### config.mk
export PLATFORM = sky130hd
export DESIGN_NAME = fdivsqrt_otfc4_flat
export DESIGN_NICKNAME = d
export VERILOG_FILES = /design/src/rtl/fdivsqrt_otfc4_if.sv /design/src/rtl/fdivsqrt_otfc4.sv /design/src/flat_wrapper.sv
export SDC_FILE = /design/constraint.sdc
export NUM_CORES = 1
export LEC_CHECK = 0
export ABC_AREA = 1
export BUFFER_PORTS_ARGS = -buffer_cell sky130_fd_sc_hd__buf_2
export CAP_MARGIN = 15
export CORE_MARGIN = 4
export CORE_UTILIZATION = 57
export DETAILED_ROUTE_END_ITERATION = 7
export PLACE_DENSITY_LB_ADDON = 0.3
export SYNTH_ARGS = -nofsm -noshare
export SYNTH_HDL_FRONTEND = slang
export SYNTH_SLANG_ARGS = --single-unit
### constraint.sdc
create_clock -name clk -period 2.5 [get_ports clk]
set_input_delay 0.5 -clock clk [delete_from_list [all_inputs] [get_ports clk]]
set_output_delay 0.5 -clock clk [all_outputs]
set_load 0.1 [all_outputs]
### src/rtl/fdivsqrt_otfc4_if.sv
`default_nettype none
// ============================================================================
//  Module      : fdivsqrt_otfc4_if
//  Description : Handshake/data bundle between the radix-4 digit selector,
//                the on-the-fly converter and the post-processing stage.
//  Revision    : 1.0  initial release
// ============================================================================
interface fdivsqrt_otfc4_if #(
    parameter int DIVb = 32
);
    localparam int CW = $clog2(DIVb/2 + 1);

    logic            Start;
    logic            Flush;
    logic            DigitValid;
    logic [3:0]      UDigit;
    logic            QReady;
    logic [DIVb-1:0] Q;
    logic [DIVb-1:0] QM;
    logic [CW-1:0]   DigitCount;
    logic            Busy;
    logic            QValid;
    logic            DigitErr;

    // Digit selector / control side
    modport master (
        output Start, Flush, DigitValid, UDigit, QReady,
        input  Q, QM, DigitCount, Busy, QValid, DigitErr
    );

    // Converter side
    modport slave (
        input  Start, Flush, DigitValid, UDigit, QReady,
        output Q, QM, DigitCount, Busy, QValid, DigitErr
    );
endinterface
`default_nettype wire

### src/rtl/fdivsqrt_otfc4.sv
`default_nettype none
// ============================================================================
//  Module      : fdivsqrt_otfc4
//  Description : Radix-4 on-the-fly converter. Folds one-hot signed digits
//                into Q and QM (= Q - 1 ulp) without carry propagation and
//                hands the result over with a valid/ready handshake.
//  Revision    : 1.0  initial release
// ============================================================================
module fdivsqrt_otfc4 #(
    parameter int DIVb = 32
) (
    input  logic               clk,
    input  logic               reset,
    fdivsqrt_otfc4_if.slave    bus
);
    localparam int ITER = DIVb / 2;
    localparam int CW   = $clog2(ITER + 1);

    localparam logic [1:0]      c_IDLE = 2'd0;
    localparam logic [1:0]      c_RUN  = 2'd1;
    localparam logic [1:0]      c_DONE = 2'd2;
    localparam logic [CW-1:0]   c_LAST = CW'(ITER - 1);
    localparam logic [DIVb-1:0] c_ONES = {DIVb{1'b1}};

    logic [1:0]      r_state;
    logic [DIVb-1:0] r_q;
    logic [DIVb-1:0] r_qm;
    logic [CW-1:0]   r_cnt;
    logic            r_busy;
    logic            r_qvalid;
    logic            r_err;

    logic [DIVb-1:0] w_q_nxt;
    logic [DIVb-1:0] w_qm_nxt;
    logic            w_illegal;

    // More than one hot bit is an illegal code; it is folded in as a zero digit.
    assign w_illegal = (bus.UDigit & (bus.UDigit - 4'd1)) != 4'd0;

    // Next Q/QM for the incoming digit: each selects Q or QM as the prefix.
    always_comb begin
        w_q_nxt  = {r_q[DIVb-3:0], 2'b00};
        w_qm_nxt = {r_qm[DIVb-3:0], 2'b11};
        case (bus.UDigit)
            4'b1000: begin
                w_q_nxt  = {r_q[DIVb-3:0], 2'b10};
                w_qm_nxt = {r_q[DIVb-3:0], 2'b01};
            end
            4'b0100: begin
                w_q_nxt  = {r_q[DIVb-3:0], 2'b01};
                w_qm_nxt = {r_q[DIVb-3:0], 2'b00};
            end
            4'b0010: begin
                w_q_nxt  = {r_qm[DIVb-3:0], 2'b11};
                w_qm_nxt = {r_qm[DIVb-3:0], 2'b10};
            end
            4'b0001: begin
                w_q_nxt  = {r_qm[DIVb-3:0], 2'b10};
                w_qm_nxt = {r_qm[DIVb-3:0], 2'b01};
            end
            default: begin
                w_q_nxt  = {r_q[DIVb-3:0], 2'b00};
                w_qm_nxt = {r_qm[DIVb-3:0], 2'b11};
            end
        endcase
    end

    // Control FSM plus Q/QM/count registers; Flush overrides every other request.
    always_ff @(posedge clk or posedge reset) begin
        if (reset) begin
            r_state  <= c_IDLE;
            r_q      <= '0;
            r_qm     <= c_ONES;
            r_cnt    <= '0;
            r_busy   <= 1'b0;
            r_qvalid <= 1'b0;
            r_err    <= 1'b0;
        end else if (bus.Flush) begin
            r_state  <= c_IDLE;
            r_q      <= '0;
            r_qm     <= c_ONES;
            r_cnt    <= '0;
            r_busy   <= 1'b0;
            r_qvalid <= 1'b0;
        end else begin
            case (r_state)
                c_IDLE: begin
                    if (bus.Start) begin
                        r_state  <= c_RUN;
                        r_q      <= '0;
                        r_qm     <= c_ONES;
                        r_cnt    <= '0;
                        r_err    <= 1'b0;
                        r_busy   <= 1'b1;
                        r_qvalid <= 1'b0;
                    end
                end
                c_RUN: begin
                    if (bus.Start) begin
                        // Restart: the digit presented alongside Start is dropped.
                        r_q   <= '0;
                        r_qm  <= c_ONES;
                        r_cnt <= '0;
                        r_err <= 1'b0;
                    end else if (bus.DigitValid) begin
                        r_q   <= w_q_nxt;
                        r_qm  <= w_qm_nxt;
                        r_cnt <= r_cnt + CW'(1);
                        if (w_illegal) begin
                            r_err <= 1'b1;
                        end
                        if (r_cnt == c_LAST) begin
                            r_state  <= c_DONE;
                            r_busy   <= 1'b0;
                            r_qvalid <= 1'b1;
                        end
                    end
                end
                c_DONE: begin
                    if (bus.QReady) begin
                        r_qvalid <= 1'b0;
                        if (bus.Start) begin
                            r_state <= c_RUN;
                            r_q     <= '0;
                            r_qm    <= c_ONES;
                            r_cnt   <= '0;
                            r_err   <= 1'b0;
                            r_busy  <= 1'b1;
                        end else begin
                            r_state <= c_IDLE;
                        end
                    end
                end
                default: begin
                    r_state  <= c_IDLE;
                    r_busy   <= 1'b0;
                    r_qvalid <= 1'b0;
                end
            endcase
        end
    end

    assign bus.Q          = r_q;
    assign bus.QM         = r_qm;
    assign bus.DigitCount = r_cnt;
    assign bus.Busy       = r_busy;
    assign bus.QValid     = r_qvalid;
    assign bus.DigitErr   = r_err;

endmodule
`default_nettype wire

### src/flat_wrapper.sv
// flat-port wrapper written by rule: the top's interface ports become plain ports
module fdivsqrt_otfc4_flat 
#(
    parameter int DIVb = 32
)
  (clk, reset, bus_Start, bus_Flush, bus_DigitValid, bus_UDigit, bus_QReady, bus_Q, bus_QM, bus_DigitCount, bus_Busy, bus_QValid, bus_DigitErr);
  fdivsqrt_otfc4_if #(.DIVb(DIVb)) bus_i ();
  input  logic clk;
  input  logic reset;
  input wire logic [$bits(bus_i.Start)-1:0] bus_Start;
  input wire logic [$bits(bus_i.Flush)-1:0] bus_Flush;
  input wire logic [$bits(bus_i.DigitValid)-1:0] bus_DigitValid;
  input wire logic [$bits(bus_i.UDigit)-1:0] bus_UDigit;
  input wire logic [$bits(bus_i.QReady)-1:0] bus_QReady;
  output wire logic [$bits(bus_i.Q)-1:0] bus_Q;
  output wire logic [$bits(bus_i.QM)-1:0] bus_QM;
  output wire logic [$bits(bus_i.DigitCount)-1:0] bus_DigitCount;
  output wire logic [$bits(bus_i.Busy)-1:0] bus_Busy;
  output wire logic [$bits(bus_i.QValid)-1:0] bus_QValid;
  output wire logic [$bits(bus_i.DigitErr)-1:0] bus_DigitErr;
  assign bus_i.Start = bus_Start;
  assign bus_i.Flush = bus_Flush;
  assign bus_i.DigitValid = bus_DigitValid;
  assign bus_i.UDigit = bus_UDigit;
  assign bus_i.QReady = bus_QReady;
  assign bus_Q = bus_i.Q;
  assign bus_QM = bus_i.QM;
  assign bus_DigitCount = bus_i.DigitCount;
  assign bus_Busy = bus_i.Busy;
  assign bus_QValid = bus_i.QValid;
  assign bus_DigitErr = bus_i.DigitErr;
  fdivsqrt_otfc4 #(.DIVb(DIVb)) u_core (.clk(clk), .reset(reset), .bus(bus_i));
endmodule
==> flow_metrics.env <==
export IMPL_fin_cells=901
export IMPL_vias_per_cell=5.69
export IMPL_avgSynthCellArea_um2=6.56
export IMPL_start_util_pct=58.4
export IMPL_die_h_um=99.5
export IMPL_nets=807
export IMPL_diodes=0
export IMPL_cts_hold_buf=0
export IMPL_worstPathRequired_ps=2790
export IMPL_drt_iter0_drc=468
export IMPL_tns_ps=0
export IMPL_async_reset_ff_share_pct=100
export IMPL_routed_via_count=5126
export IMPL_synth_cell_types=25
export IMPL_finalWorstPathRequiredPeriod_ps=2000
export IMPL_ys_seq_area_share_pct=39.1
export IMPL_worstSetupPathType="reg2reg"
export IMPL_fmax_mhz=499
export IMPL_hold_viol_final=0
export IMPL_powerDensity_nw_per_um2=662
export IMPL_worstPathArrival_ps=2300
export IMPL_outcome="finished clean"
export IMPL_ant_nets=0
export IMPL_antenna_found_initial=0
export IMPL_portBuffers=81
export IMPL_io_pins=82
export IMPL_worstMarginPinSlew_ps=683
export IMPL_routed_wl_mm=13.5
export IMPL_worstSetupStartpointType="register"
export IMPL_maxCapViolations=0
export IMPL_syn2layout_area_growth_pct=15.5
export IMPL_die_area_um2=9900
export IMPL_drive_above_1_share_pct=24.1
export IMPL_die_width_um=99.5
export IMPL_hp_class="in2async"
export IMPL_slew_headroom_pct=54.4
export IMPL_ys_flop_type="dfrtp_1"
export IMPL_cts_resized=0
export IMPL_grt_pass1_vias=4749
export IMPL_clkLatencyLatePin_ps=350
export IMPL_yosysWarningCount=0
export IMPL_grt_usage_pct=27.6
export IMPL_cts_tree="done"
export IMPL_cts_htree_levels=3
export IMPL_synth_top_area_share_pct=23.1
export IMPL_place_inst=885
export IMPL_gp_congestion=0.851
export IMPL_synth_area_top_cells="nand2_1, dfrtp_1, dfstp_2"
export IMPL_dp_hpwl_mm=8.58
export IMPL_synth_nets=743
export IMPL_cellLeakagePower_uw=0.00314
export IMPL_setup_violations=0
export IMPL_path_clk_slew_ps=80
export IMPL_core_area_um2=8180
export IMPL_cts_buffer_depth=2
export IMPL_rsz0062_at_grt="false"
export IMPL_ys_seq_elements=73
export IMPL_first_pass_iters=5
export IMPL_period_share_pct=80.2
export IMPL_path_max_fanout=62
export IMPL_wire_per_inst_um=15.0
export IMPL_cts_buffers=9
export IMPL_drc_errors=0
export IMPL_grt_max_degree=63
export IMPL_post_synth_top_count_cell="nand2_1"
export IMPL_reg2reg_to="u_core.bus.QM[27]"
export IMPL_yosysTopAreaCell="nand2_1"
export IMPL_synth_edff_count=0
export IMPL_fill_cells=757
export IMPL_netlist_instances=727
export IMPL_cts_root_buffer="clkbuf_8"
export IMPL_ff2ff_path_depth=10
export IMPL_critPathCaptureType="register"
export IMPL_slew_violations=0
export IMPL_clock_sinks=73
export IMPL_r2r_start="u_core.bus.QValid"
export IMPL_grt_pass1_wl_mm=22.3
export IMPL_synth_common_cells="nand2_1, nand3_1, nor2_1, inv_1, dfrtp_1"
export IMPL_synth_cell_area_um2=4770
export IMPL_finalClockSkew_ps=12.9
export IMPL_cts_setup_buffers=0
export IMPL_rrSetupSlack_ps=500
export IMPL_rows=33
export IMPL_overflow=0
export IMPL_max_vdd_ir_drop_v=0.000514
kinds of logic (layout without fill, tap and decap cells):
| family | Yosys count | after routing | share of synthesized area [%] |
|---|---|---|---|
| AO/OA/AOI/OAI | 20 | 20 | 2.36 |
| XOR/XNOR | 1 | 1 | 0.184 |
| adder cells (fa/ha/maj) | 6 | 6 | 1.57 |
| buffers and inverters | 92 | 161 | 8.08 |
| flip-flops | 73 | 73 | 39.1 |
| AND/OR/NAND/NOR | 535 | 535 | 48.7 |
power by group:
group,internal (uW),switching (uW),total [uW]
clock,693,459,1150
combinational,225,948,1170
sequential,1260,66.2,1320
through the flow:
step / util, % / hold slack, ps / power (uW) / area (um^2) / setup WS [ps]
6_report: 67.4 / 244 / 3650 / 5510 / 495
3_5_place_dp: 64.5 / 461 / 2510 / 5270 / 581
4_1_cts: 67.4 / 258 / 3650 / 5510 / 511
2_1_floorplan: - / 503 / 2250 / 4770 / 44.6
5_1_grt: 67.4 / 287 / 3800 / 5510 / 368
3_3_place_gp: 64.5 / 458 / 2470 / 5270 / 687
sequential cells by signal, indices dropped and copies added (netlist names):
signal	cells
u_core.bus.QM	32
u_core.bus.Q	32
u_core.bus.DigitCount	5
u_core.bus.Busy	1
u_core.bus.DigitErr	1
u_core.bus.QValid	1
u_core.r_state	1
critical path, stage by stage, from the launching register on:
cell	delay, ps
dfrtp_1	420
inv_1	120
ha_1	180
inv_1	70
nor2_1	160
nand2_1	140
nor3_4	250
buf_12	280
nand3_1	150
nand2_1	100
inv_1	40
how the worst max path moves through the flow:
stage / start / endpoint / slack (ps)
3_3_place_gp: u_core.bus.QValid / u_core.bus.QM[8] / 690
4_1_cts: u_core.bus.QValid / u_core.bus.QM[27] / 510
6_report: u_core.bus.QValid / u_core.bus.QM[27] / 500
5_1_grt: u_core.bus.QValid / u_core.bus.QM[27] / 370
3_5_place_dp: u_core.bus.QValid / u_core.bus.QM[9] / 580
2_1_floorplan: u_core.bus.QValid / u_core.bus.QM[31] / 40
area by class of cell:
class / count / area [um^2] / share of cell area, %
tap: 105 / 131 / 2.38
sequential: 73 / 1870 / 33.9
inverter: 49 / 184 / 3.34
multi-input combinational: 562 / 2550 / 46.2
timing repair buffer: 96 / 543 / 9.85
clock buffer: 13 / 149 / 2.70
clock inverter: 3 / 90.1 / 1.63
metal layers:
layer | share of wire [%] | GRT usage, % | routed length [um]
met5 | 0 | 0 | 0
met3 | 7.8 | 4.70 | 1060
met2 | 50 | 46.2 | 6760
met1 | 41 | 36.2 | 5460
met4 | 1.5 | 10.1 | 203
placed cells by master (no fill, tap or decap), types with 5 or more instances in the layout:
master,synthesis,final
ha_1,6,6
a21oi_1,6,6
buf_4,0,13
or2_2,31,31
nand2_1,293,293
nor2_1,46,41
clkbuf_8,0,10
buf_2,13,81
inv_1,44,43
nor2_2,3,5
inv_2,5,6
o21ai_0,7,7
nand3_1,156,156
dfstp_2,32,32
dfrtp_1,41,41
No activity file was read; power rests on OpenSTA's default activity.
